**config.mk**
```make
export PLATFORM = sky130hd
export DESIGN_NAME = ctr_encoder_flat
export DESIGN_NICKNAME = d
export VERILOG_FILES = /design/src/rtl/ctr_encoder_pkg.sv /design/src/rtl/ctr_encoder_if.sv /design/src/rtl/ctr_encoder_fifo.sv /design/src/rtl/ctr_encoder.sv /design/src/flat_wrapper.sv
export SDC_FILE = /design/constraint.sdc
export NUM_CORES = 1
export LEC_CHECK = 0
export ABC_AREA = 1
export CAP_MARGIN = 10
export CORE_MARGIN = 8
export CORE_UTILIZATION = 45
export CTS_CLUSTER_DIAMETER = 200
export DETAILED_ROUTE_END_ITERATION = 10
export PLACE_DENSITY = 0.78
export REMOVE_ABC_BUFFERS = 1
export SETUP_SLACK_MARGIN = 0.5
export SKIP_LAST_GASP = 1
export SLEW_MARGIN = 40
export SYNTH_ARGS = -nofsm -noshare
export SYNTH_HDL_FRONTEND = slang
export SYNTH_SLANG_ARGS = --single-unit
export TNS_END_PERCENT = 20
```
**constraint.sdc**
```tcl
create_clock -name clk -period 4.3 [get_ports clk]
set_input_delay 0.645 -clock clk [delete_from_list [all_inputs] [get_ports clk]]
set_output_delay 0.645 -clock clk [all_outputs]
set_load 0.05 [all_outputs]
```
**src/rtl/ctr_encoder_pkg.sv**
```systemverilog
// Shared constants, control bundle and class decoder for ctr_encoder.
// Optional CTR_ENCODER_ERR_CNT_EN adds an illegal-bundle counter to the top.
package ctr_encoder_pkg;

  localparam logic [5:0] OP_RTYPE = 6'b000000;
  localparam logic [5:0] OP_LW    = 6'b100011;
  localparam logic [5:0] OP_SW    = 6'b101011;
  localparam logic [5:0] OP_BEQ   = 6'b000100;
  localparam logic [5:0] OP_J     = 6'b000010;

  localparam logic [1:0] ALU_MEM    = 2'b00;
  localparam logic [1:0] ALU_BRANCH = 2'b01;
  localparam logic [1:0] ALU_FUNCT  = 2'b10;

  typedef enum logic [2:0] {
    R, LW, SW, BEQ, J, ILLEGAL
  } instrClass_t;

  typedef struct packed {
    logic       regDst;
    logic       aluSrc;
    logic       memToReg;
    logic       regWrite;
    logic       memRead;
    logic       memWrite;
    logic       branch;
    logic [1:0] aluOp;
    logic       jump;
  } ctrl_t;

  function automatic logic hit(
    ctrl_t c, logic [9:0] v, logic [9:0] m
  );
    return (c & m) == v;
  endfunction

  // sw and beq ignore regDst and memToReg
  function automatic instrClass_t classify(ctrl_t c);
    instrClass_t cls;
    cls = ILLEGAL;
    unique case (1'b1)
      hit(c, {7'b1001000, ALU_FUNCT, 1'b0},
          10'h3FF):           cls = R;
      hit(c, {7'b0111100, ALU_MEM, 1'b0},
          10'h3FF):           cls = LW;
      hit(c, {7'b0100010, ALU_MEM, 1'b0},
          10'b0101111111):    cls = SW;
      hit(c, {7'b0000001, ALU_BRANCH, 1'b0},
          10'b0101111111):    cls = BEQ;
      hit(c, {7'b0000000, ALU_MEM, 1'b1},
          10'h3FF):           cls = J;
      default:                cls = ILLEGAL;
    endcase
    return cls;
  endfunction

endpackage

```
**src/rtl/ctr_encoder_if.sv**
```systemverilog
// Bundle-in / instruction-word-out handshake bus of ctr_encoder.
// Master drives the bundle and consumer ready; slave is the encoder.
interface ctr_encoder_if;

  logic        inValid;
  logic        inReady;
  logic        regDst;
  logic        aluSrc;
  logic        memToReg;
  logic        regWrite;
  logic        memRead;
  logic        memWrite;
  logic        branch;
  logic        jump;
  logic [1:0]  aluOp;
  logic [4:0]  rs;
  logic [4:0]  rt;
  logic [4:0]  rd;
  logic [5:0]  funct;
  logic [15:0] imm;
  logic [25:0] target;
  logic        outValid;
  logic        outReady;
  logic [31:0] instr;
  logic [5:0]  opCode;
  logic        illegal;

  modport master (
    output inValid, regDst, aluSrc, memToReg,
    output regWrite, memRead, memWrite, branch,
    output jump, aluOp, rs, rt, rd, funct,
    output imm, target, outReady,
    input  inReady, outValid, instr, opCode,
    input  illegal
  );

  modport slave (
    input  inValid, regDst, aluSrc, memToReg,
    input  regWrite, memRead, memWrite, branch,
    input  jump, aluOp, rs, rt, rd, funct,
    input  imm, target, outReady,
    output inReady, outValid, instr, opCode,
    output illegal
  );

endinterface

```
**src/rtl/ctr_encoder_fifo.sv**
```systemverilog
// Two-entry 32-bit synchronous FIFO, valid/ready on both sides.
// No bypass: a full FIFO refuses a push even while popping.
module ctr_encoder_fifo (
  input  logic        clk,
  input  logic        reset,
  input  logic        inValid,
  output logic        inReady,
  input  logic [31:0] inData,
  output logic        outValid,
  input  logic        outReady,
  output logic [31:0] outData
);

  logic [31:0] mem [2];
  logic        wrPtr;
  logic        rdPtr;
  logic [1:0]  count;
  logic        push;
  logic        pop;

  assign inReady  = count < 2'd2;
  assign outValid = count != 2'd0;
  assign push     = inValid && inReady;
  assign pop      = outValid && outReady;
  assign outData  = mem[rdPtr];

  always_ff @(posedge clk) begin
    if (reset) begin
      wrPtr  <= 1'b0;
      rdPtr  <= 1'b0;
      count  <= 2'd0;
      mem[0] <= '0;
      mem[1] <= '0;
    end else begin
      if (push) begin
        mem[wrPtr] <= inData;
        wrPtr      <= ~wrPtr;
      end
      if (pop) rdPtr <= ~rdPtr;
      unique case ({push, pop})
        2'b10:   count <= count + 2'd1;
        2'b01:   count <= count - 2'd1;
        default: count <= count;
      endcase
    end
  end

endmodule

```
**src/rtl/ctr_encoder.sv**
```systemverilog
// Classifies a MIPS control bundle and queues the encoded word.
// CTR_ENCODER_ERR_CNT_EN adds a saturating errCnt output.
module ctr_encoder
  import ctr_encoder_pkg::*;
(
  input  logic       clk,
  input  logic       reset,
  ctr_encoder_if.slave bus
`ifdef CTR_ENCODER_ERR_CNT_EN
  ,
  output logic [7:0] errCnt
`endif
);

  ctrl_t       ctrl;
  instrClass_t cls;
  logic [31:0] word;
  logic        take;
  logic        push;
  logic        illegalQ;

  assign ctrl = {
    bus.regDst, bus.aluSrc, bus.memToReg,
    bus.regWrite, bus.memRead, bus.memWrite,
    bus.branch, bus.aluOp, bus.jump
  };
  assign cls = classify(ctrl);

  always_comb begin
    word = '0;
    unique case (cls)
      R:   word = {OP_RTYPE, bus.rs, bus.rt,
                   bus.rd, 5'b0, bus.funct};
      LW:  word = {OP_LW, bus.rs, bus.rt, bus.imm};
      SW:  word = {OP_SW, bus.rs, bus.rt, bus.imm};
      BEQ: word = {OP_BEQ, bus.rs, bus.rt, bus.imm};
      J:   word = {OP_J, bus.target};
      default: word = '0;
    endcase
  end

  // Illegal bundles are consumed but never enqueued
  assign take = bus.inValid && bus.inReady;
  assign push = take && (cls != ILLEGAL);

  always_ff @(posedge clk) begin
    if (reset) illegalQ <= 1'b0;
    else       illegalQ <= take && (cls == ILLEGAL);
  end

  assign bus.illegal = illegalQ;
  assign bus.opCode  = bus.instr[31:26];

  ctr_encoder_fifo uFifo (
    .clk      (clk),
    .reset    (reset),
    .inValid  (push),
    .inReady  (bus.inReady),
    .inData   (word),
    .outValid (bus.outValid),
    .outReady (bus.outReady),
    .outData  (bus.instr)
  );

`ifdef CTR_ENCODER_ERR_CNT_EN
  always_ff @(posedge clk) begin
    if (reset)
      errCnt <= 8'd0;
    else if (illegalQ && errCnt != 8'hFF)
      errCnt <= errCnt + 8'd1;
  end
`endif

endmodule
```
**src/flat_wrapper.sv**
```systemverilog
// flat-port wrapper written by rule: the top's interface ports become plain ports
module ctr_encoder_flat import ctr_encoder_pkg::*;
  (clk, reset, bus_inValid, bus_regDst, bus_aluSrc, bus_memToReg, bus_regWrite, bus_memRead, bus_memWrite, bus_branch, bus_jump, bus_aluOp, bus_rs, bus_rt, bus_rd, bus_funct, bus_imm, bus_target, bus_outReady, bus_inReady, bus_outValid, bus_instr, bus_opCode, bus_illegal);
  ctr_encoder_if bus_i ();
  input  logic clk;
  input  logic reset;
  input wire logic [$bits(bus_i.inValid)-1:0] bus_inValid;
  input wire logic [$bits(bus_i.regDst)-1:0] bus_regDst;
  input wire logic [$bits(bus_i.aluSrc)-1:0] bus_aluSrc;
  input wire logic [$bits(bus_i.memToReg)-1:0] bus_memToReg;
  input wire logic [$bits(bus_i.regWrite)-1:0] bus_regWrite;
  input wire logic [$bits(bus_i.memRead)-1:0] bus_memRead;
  input wire logic [$bits(bus_i.memWrite)-1:0] bus_memWrite;
  input wire logic [$bits(bus_i.branch)-1:0] bus_branch;
  input wire logic [$bits(bus_i.jump)-1:0] bus_jump;
  input wire logic [$bits(bus_i.aluOp)-1:0] bus_aluOp;
  input wire logic [$bits(bus_i.rs)-1:0] bus_rs;
  input wire logic [$bits(bus_i.rt)-1:0] bus_rt;
  input wire logic [$bits(bus_i.rd)-1:0] bus_rd;
  input wire logic [$bits(bus_i.funct)-1:0] bus_funct;
  input wire logic [$bits(bus_i.imm)-1:0] bus_imm;
  input wire logic [$bits(bus_i.target)-1:0] bus_target;
  input wire logic [$bits(bus_i.outReady)-1:0] bus_outReady;
  output wire logic [$bits(bus_i.inReady)-1:0] bus_inReady;
  output wire logic [$bits(bus_i.outValid)-1:0] bus_outValid;
  output wire logic [$bits(bus_i.instr)-1:0] bus_instr;
  output wire logic [$bits(bus_i.opCode)-1:0] bus_opCode;
  output wire logic [$bits(bus_i.illegal)-1:0] bus_illegal;
  assign bus_i.inValid = bus_inValid;
  assign bus_i.regDst = bus_regDst;
  assign bus_i.aluSrc = bus_aluSrc;
  assign bus_i.memToReg = bus_memToReg;
  assign bus_i.regWrite = bus_regWrite;
  assign bus_i.memRead = bus_memRead;
  assign bus_i.memWrite = bus_memWrite;
  assign bus_i.branch = bus_branch;
  assign bus_i.jump = bus_jump;
  assign bus_i.aluOp = bus_aluOp;
  assign bus_i.rs = bus_rs;
  assign bus_i.rt = bus_rt;
  assign bus_i.rd = bus_rd;
  assign bus_i.funct = bus_funct;
  assign bus_i.imm = bus_imm;
  assign bus_i.target = bus_target;
  assign bus_i.outReady = bus_outReady;
  assign bus_inReady = bus_i.inReady;
  assign bus_outValid = bus_i.outValid;
  assign bus_instr = bus_i.instr;
  assign bus_opCode = bus_i.opCode;
  assign bus_illegal = bus_i.illegal;
  ctr_encoder u_core (.clk(clk), .reset(reset), .bus(bus_i));
endmodule
```
## Word level (Yosys, flattened, before mapping)

Memories as Yosys holds them, arrays and structs flattened. A register that Yosys moved wholly into a read port is not among the register bits.
Index checks and enable logic that the tools add are counted.

- $add $sub $neg: 2
- Order comparisons: 1
- Eq/ne operators: 13
- Mux-type cells: 13
- Bitwise gates (word level): 2
- Reductions and logical operators: 9

Operators with widths:

| cell | number |
|---|---|
| 32-bit one-hot mux with 5 select lines | 1 |
| 32-bit two-way mux | 1 |
| 32-bit OR reduction | 1 |
| 3-bit one-hot mux with 5 select lines | 1 |
| 10-bit by 1-bit equality test with 1-bit output, second input constant | 1 |
| 10-bit equality test, second input constant | 1 |
| 10-bit by 9-bit equality test with 1-bit output, second input constant | 1 |
| 1-bit two-way mux | 9 |
| 8-bit by 4-bit equality test with 1-bit output, second input constant | 1 |
| 8-bit equality test, second input constant | 1 |
| 3-bit by 2-bit equality test with 1-bit output, second input constant | 2 |
| 3-bit equality test, second input constant | 2 |
| 1-bit logical AND | 5 |
| 2-bit one-hot mux with 2 select lines | 1 |
| 2-bit nonzero test | 2 |
| 3-bit by 1-bit equality test with 1-bit output, second input constant | 1 |
| 3-bit zero test | 1 |
| 3-bit inequality test, second input constant | 1 |
| 2-bit by 1-bit adder with 2-bit output, second input constant | 1 |
| 2-bit by 1-bit equality test with 1-bit output, second input constant | 1 |
| 2-bit equality test, second input constant | 1 |
| 2-bit less-than comparator, second input constant | 1 |
| 1-bit NOT | 2 |
| 2-bit by 1-bit subtractor with 2-bit output, second input constant | 1 |

- Register bits after elaboration: 5
- Bits in writable memories: 64
- Input bits: 77
- Output and inout port bits: 41
- Logic and storage cells: 45
- Memories kept: 1

Memory list:

| memory | depth | bits a word | rd ports | clocked after memory_dff | wr ports | RTL line | RTL |
|---|---|---|---|---|---|---|---|
| u_core.uFifo.mem | 2 | 32 | 1 | 1 | 2 | ctr_encoder_fifo.sv:14 | `logic [31:0] mem [2];` |

## Depth between registers and ports, before layout

Gate-level depths: netlist (run 1).

- Depth in word-level cells: 10
- Depth in mapped cells: 13
- Mapped depth without buffers: 13

## Cells and area by module

A second synthesis (run 1) with hierarchy kept.

- Cell total of the unflattened synthesis: 426
- Area total of the unflattened synthesis: 3908.7 µm²

Modules (own cells, without submodules):

| module | times used | cells each | area an instance (µm²) |
|---|---|---|---|
| ctr_encoder_fifo | 1 | 240 | 3021.6 |
| ctr_encoder | 1 | 186 | 887.1 |

## Worst setup path before layout (run 1)

No wires, ideal clock.

- Kind: input to register
- Start point: input bus_aluOp[0]
- End point: memory u_core.uFifo.mem[1][0] (enable)
- Setup time: 387 ps
- Data arrival time: 2187 ps
- Data required time: 3913 ps
- Setup slack: 1726 ps
- Cell stages on the path: 10
- Buffers on the path: 1
- Path through: nor2_1 nand2_1 inv_2 nand2_4 nand2_1 nor2_1 nand2_4 nand3_4 buf_4 nand2_1

RTL lines:

| item | RTL line | RTL |
|---|---|---|
| start, declared | flat_wrapper.sv:16 | `input wire logic [$bits(bus_i.aluOp)-1:0] bus_aluOp;` |
| end, declared | ctr_encoder_fifo.sv:14 |  |

==> metrics, run 1 <==
vias in the first global route=3804; Area Growth Syn to Fin=33.31%; fmax=334.7 MHz; CTS tree=built; Num CTS Buffers=9; reg2reg setup slack=2.18 ns; Core Box Area=8763 µm²; vias per cell=5.192; Layout Utilization=62.22%; diode count=0; Fin Clk Skew=0.005319 ns; Clock Tree Buf Depth=2; final hold viol count=0; GRT overflow=0; Slew @ Worst Pin=0.7784 ns; Largest delay share family, worst path=flip-flops; Starting Density=46.67%; setup violators final=0; clock latency on the worst-skew pair=0.33 ns; DRC=0; number of H-tree levels=3; #FFs+latches synth=66; Final Max Slew Viols=0; Critical Path Sink Type=primary output; RSZ-0062 raised after global routing=no; startpoint types=flop; Yosys top cell area share=44.05%; clk sinks=66; Min Hold Slack=0.4589 ns; WP data arrival=2.34 ns; DIE AREA=12400 µm²; unique cell type count in the Yosys netlist=25; slew margin rel.=48.05%; Initial DRC Count=239; GRT Util Overall=17.78%; Wirelength per Cell=15.97 µm; outcome=complete, no violations; GP Congestion=0.9300; overall power=1.465 mW; top cells by area, synth=edfxtp_1, nor2_1, mux2_2; Slowest-stage cell, CP=dfxtp_2; share of cells above drive strength 1=11.42%; Setup WS post-layout=1.312 ns; Final #Nets=677; DRT Pass-1 Iters=4; CTS resizes=0; final setup TNS=0 ns; die width=111.3 µm; Worst-path clk slew=0.07 ns; Final period util=69.48%; largest net degree at the start of global routing=44; Worst Hold Class=reg -> reg; CP required=3.65 ns; crit-path cells=mux2_2, clkdlybuf4s50_1; WL final=11370 µm; Final ANT Viol Nets=0; worst path bufs/invs=1; Final min period=2.988 ns; Post-Synthesis Cells=498; Die Height=111.3 µm; Post-Syn Area per Cell=8.213 µm²; CTS hold repair buffers=0; sequential fraction of the synthesis area=46.99%; post-place setup slack=1.111 ns; vias=3697; max incr delay on CP=0.80 ns; max-cap viol count=0; number of setup buffers added after CTS=0; num ports=118; Yosys warnings=0; maximum VDD drop=0.0001526 V; dpl hpwl=7949 µm; PD cells=268.7 nW/µm²; port bufs=115; dominant cell type by area after synthesis=edfxtp_1; Crit Path Category=reg -> out; Leak=2.228 nW; Root Buffer=clkbuf_8; Cell Area, Synth=4090 µm²; initial antenna violation count=0; CP Max Fanout=30; # rows=34; global-route wire length before repair=18220 µm
[cell families (layout without fill, tap and decap cells)]
family | after synthesis | in the layout | share of synthesized area (%)
fa+ha+maj | 1 | 1 | 0.3059
compound gates | 19 | 19 | 2.325
simple gates | 300 | 300 | 32.70
flops | 66 | 66 | 46.99
buf+inv | 81 | 186 | 9.330
other cells | 1 | 2 | 0.09168
mux | 30 | 30 | 8.259
[final timing paths]
kind,from,end,cells after the start
worst max-delay path,flop,bus_opCode[0],2
worst min-delay path,u_core.uFifo.rdPtr,flop,1
worst max register to register,u_core.uFifo.count[1],u_core.uFifo.mem[0][10],6
worst min register to register,u_core.uFifo.rdPtr,flop,1
[cell type report]
class	instances	area, µm²
Timing Repair Buffer	124	1226
Inverter	46	172.7
Clock buffer	9	123.9
Multi-Input combinational cell	352	1803
Tap cell	108	135.1
Sequential cell	66	1923
Clock inverter	7	68.82
Fill cell	741	3311
[worst register-to-register path, stage by stage, from the launching register on]
cell     delay [ns]
dfxtp_1        0.30
inv_1          0.10
nand2_1        0.12
nor2_1         0.32
nand3_4        0.38
nand2_1        0.16
buf_4          0.39
[per-layer routing]
layer / GRT usage [%] / part of all wire [%] / up-vias
li1: - / - / 1855
met1: 20.41 / 40 / 1702
met2: 31.65 / 51 / 132
met3: 4.026 / 7.7 / 8
met4: 6.311 / 0.87 / 0
met5: 0 / 0 / -
[power by group]
| group | internal, mW | switching [mW] |
|---|---|---|
| registers | 0.716 | 0.00617 |
| clock network | 0.267 | 0.239 |
| logic | 0.104 | 0.133 |
| total | 1.09 | 0.378 |
[stage by stage]
step           cell area, µm²  cells
5_1_grt                  5453    712
3_3_place_gp             5233    694
4_1_cts                  5453    712
2_1_floorplan            3885    464
3_5_place_dp             5260    696
6_report                 5453    712
[sequential cells by signal, indices dropped and copies added, names as in the netlist, named ones only]
name                cells
u_core.bus.illegal      1
u_core.uFifo.count      2
u_core.uFifo.mem       60
u_core.uFifo.rdPtr      1
u_core.uFifo.wrPtr      1
[cell usage after synthesis, drive strengths merged]
cell,number
nand3b,2
nor2,110
edfxtp,60
inv,46
nand2,91
dfxtp,6
nor3,22
o21ai,9
clkbuf,14
nand4,22
a21oi,10
mux2,30
conb,1
ha,1
buf,21
nand3,53
[layout by cell type, fill, tap and decap left out, drive strengths merged]
cell type        n
clkdlybuf4s50  115
nor2           110
nand2           91
edfxtp          60
nand3           53
inv             47
mux2            30
nand4           22
nor3            22
a21oi           10
o21ai            9
clkbuf           9
buf              9
dfxtp            6
clkinv           4
nand3b           2
conb             2
ha               1
clkinvlp         1
bufinv           1
No activity file was read; power rests on OpenSTA's default activity.
==> run 2, diff against run 1 <==
--- a/config.mk
+++ b/config.mk
@@ -8,10 +8,10 @@
 export ABC_AREA = 1
 export CAP_MARGIN = 10
 export CORE_MARGIN = 8
-export CORE_UTILIZATION = 45
+export CORE_UTILIZATION = 44
 export CTS_CLUSTER_DIAMETER = 200
 export DETAILED_ROUTE_END_ITERATION = 10
-export PLACE_DENSITY = 0.78
+export PLACE_DENSITY = 0.8
 export REMOVE_ABC_BUFFERS = 1
 export SETUP_SLACK_MARGIN = 0.5
 export SKIP_LAST_GASP = 1
==> constraint.sdc (replaced) <==
create_clock -name clk -period 2.6 [get_ports clk]
set_input_delay 0.39 -clock clk [delete_from_list [all_inputs] [get_ports clk]]
set_output_delay 0.39 -clock clk [all_outputs]
set_load 0.05 [all_outputs]
==> run 2 against run 1 <==
  * Sequential share of layout area shrank 3.2 points
  * Register-to-register slack lost 1.2 ns
  * Utilization rose by 3.6 points
  * Die area grew 1.9%
==> metrics, run 2 (same netlist as run 1, synthesis figures left out) <==
outcome=complete, no violations; setup violators final=0 (unchanged); CTS hold repair buffers=0 (unchanged); diode count=0 (unchanged); Slew @ Worst Pin=0.6602 ns (-0.1182 ns); Root Buffer=clkbuf_8; num ports=118 (unchanged); startpoint types=primary input; Final period util=79.99%; crit-path cells=clkdlybuf4s50_1, nand2_1, nor2_4, nand3_1, a21oi_1, nor2_1, nor2_1; Slowest-stage cell, CP=clkdlybuf4s50_1; vias per cell=5.446 (+4.9%); Core Box Area=9109 µm² (+3.9%); vias in the first global route=4052 (+6.5%); vias=3970 (+7.4%); Critical Path Sink Type=flop; Die Height=112.4 µm (+0.97%); PD cells=410.3 nW/µm² (+53%); Largest delay share family, worst path=simple AND/OR/NAND/NOR gates; die width=112.4 µm (+0.97%); Clock Tree Buf Depth=2 (unchanged); most common cell after layout, fill and taps aside=nor2_1; Area Growth Syn to Fin=46.62%; final hold viol count=0 (unchanged); Final ANT Viol Nets=0 (unchanged); slew margin rel.=55.88% (+7.8 points); clk sinks=66 (unchanged); Worst Hold Class=reg -> reg; dpl hpwl=8734 µm (+9.9%); Final #Nets=692 (+2.2%); overall power=2.461 mW (+68%); Leak=2.506 nW (+12%); global-route wire length before repair=19480 µm (+6.9%); WP data arrival=2.26 ns (-0.08 ns); DRT Pass-1 Iters=5 (+1); GP Congestion=0.8313 (-11%); Num CTS Buffers=9 (unchanged); most frequent cells in the layout=nor2_1, nand2_1, clkdlybuf4s50_1; maximum VDD drop=0.0002097 V (+37%); # rows=35 (+2.9%); Worst-path clk slew=0.07 ns (about the same); max-cap viol count=0 (unchanged); Final min period=2.080 ns; max incr delay on CP=0.54 ns (-0.26 ns); Top reg by flops=u_core.uFifo.mem; largest registers=u_core.uFifo.mem: 60 flops, u_core.uFifo.count: 2 flops; CTS tree=built; cell mode on critical path=nor2_1; Fin Clk Skew=0.007477 ns (+0.002158 ns); DIE AREA=12640 µm² (+1.9%); CP required=2.78 ns (-0.87 ns); port bufs=115 (unchanged); share of cells above drive strength 1=21.36% (+9.9 points); largest net degree at the start of global routing=44 (unchanged); Starting Density=44.90% (-1.8 points); GRT Util Overall=19.12% (+1.3 points); met3 usage in global routing=4.026% (unchanged); CP Max Fanout=22 (-27%); GRT overflow=0 (unchanged); fmax=480.9 MHz; Wirelength per Cell=16.92 µm (+5.9%); WL final=12340 µm (+8.5%); clock latency on the worst-skew pair=0.33 ns (about the same); DRC=0 (unchanged); Initial DRC Count=258 (+7.9%); met2 GRT Util=34.68% (+3.0 points); Crit Path Category=in -> reg; Top Usage Layer GRT=met2; max reg flops=60 (unchanged); number of H-tree levels=3 (unchanged); initial antenna violation count=0 (unchanged); Final Max Slew Viols=0 (unchanged); worst path bufs/invs=1 (unchanged); final setup TNS=0 ns (unchanged); global-route track usage on met1=21.41% (+1.0 points); RSZ-0062 raised after global routing=yes
[run 2: cell types whose count changed in the layout (fill, tap and decap cells not counted), sizes merged]
cell	before	now
buf	9	58
clkdlybuf4s50	115	73
dlymetal6s2s	0	4
clkinvlp	1	3
dlygate4sd2	0	2
inv	47	45
clkbuf	9	10
[run 2: path summary, 6_finish.rpt]
kind	slack, ns	end	from	depth (start not counted)
hold reg to reg	0.47	flop	u_core.uFifo.rdPtr	1
setup reg to reg	0.95	u_core.uFifo.mem[1][27]	u_core.uFifo.count[1]	6
hold / removal	0.47	flop	u_core.uFifo.rdPtr	1
setup / recovery	0.52	u_core.uFifo.mem[1][8]	bus_memToReg	7
[run 2: cell type report]
cell class	instances	area [µm²]
Inverter	46	176.4
Clock buffer	10	127.6
Sequential cell	66	1922
Timing Repair inverter	2	15.01
Tap cell	111	138.9
Fill cell	717	3112
Clock inverter	5	46.29
Timing Repair Buffer	137	1688
Multi-Input combinational cell	352	1883
[run 2: power by group]
part	leakage, nW	internal (mW)	switching [mW]	total (mW)
Combinational	1.75	0.223	0.243	0.465
Clock	0.0886	0.427	0.375	0.802
Sequential	0.668	1.19	0.00842	1.19
[run 2: timing repair]
action	CTS	global route
pin swaps	1	3
endpoints found under the hold margin	0	0
endpoints found under the setup margin	117	119
buffers inserted	0	5
resized for setup	9	23
cloned	0	2
[run 2: metrics by stage]
stage / worst slack (ns) / hold slack (ns) / cell area (µm²) / std cells / utilization [%]
detailed placement: -0.1179 / 0.4620 / 5675 / 707 / 62.31
finish: 0.5204 / 0.4710 / 5997 / 729 / 65.84
CTS: 0.4739 / 0.4729 / 5864 / 722 / 64.38
floorplan: -0.1054 / 0.4255 / 3885 / 464 / -
global route: 0.4462 / 0.4887 / 5997 / 729 / 65.84
global placement: 0.007180 / 0.4326 / 5670 / 707 / 62.25
[run 2: worst reg2reg max path, stage by stage (launching register included)]
cell,delay [ns]
dfxtp_1,0.31
inv_1,0.11
nand2_1,0.10
nor2_1,0.30
nand3_4,0.13
nand2_1,0.10
buf_4,0.27
[run 2: routing by layer]
| metal | up-vias | wire, µm | share of wire (%) |
|---|---|---|---|
| met5 | - | 0 | 0 |
| met3 | 22 | 942 | 7.6 |
| met2 | 202 | 6384 | 52 |
| met4 | 0 | 187 | 1.5 |
| met1 | 1856 | 4821 | 39 |
| li1 | 1890 | - | - |
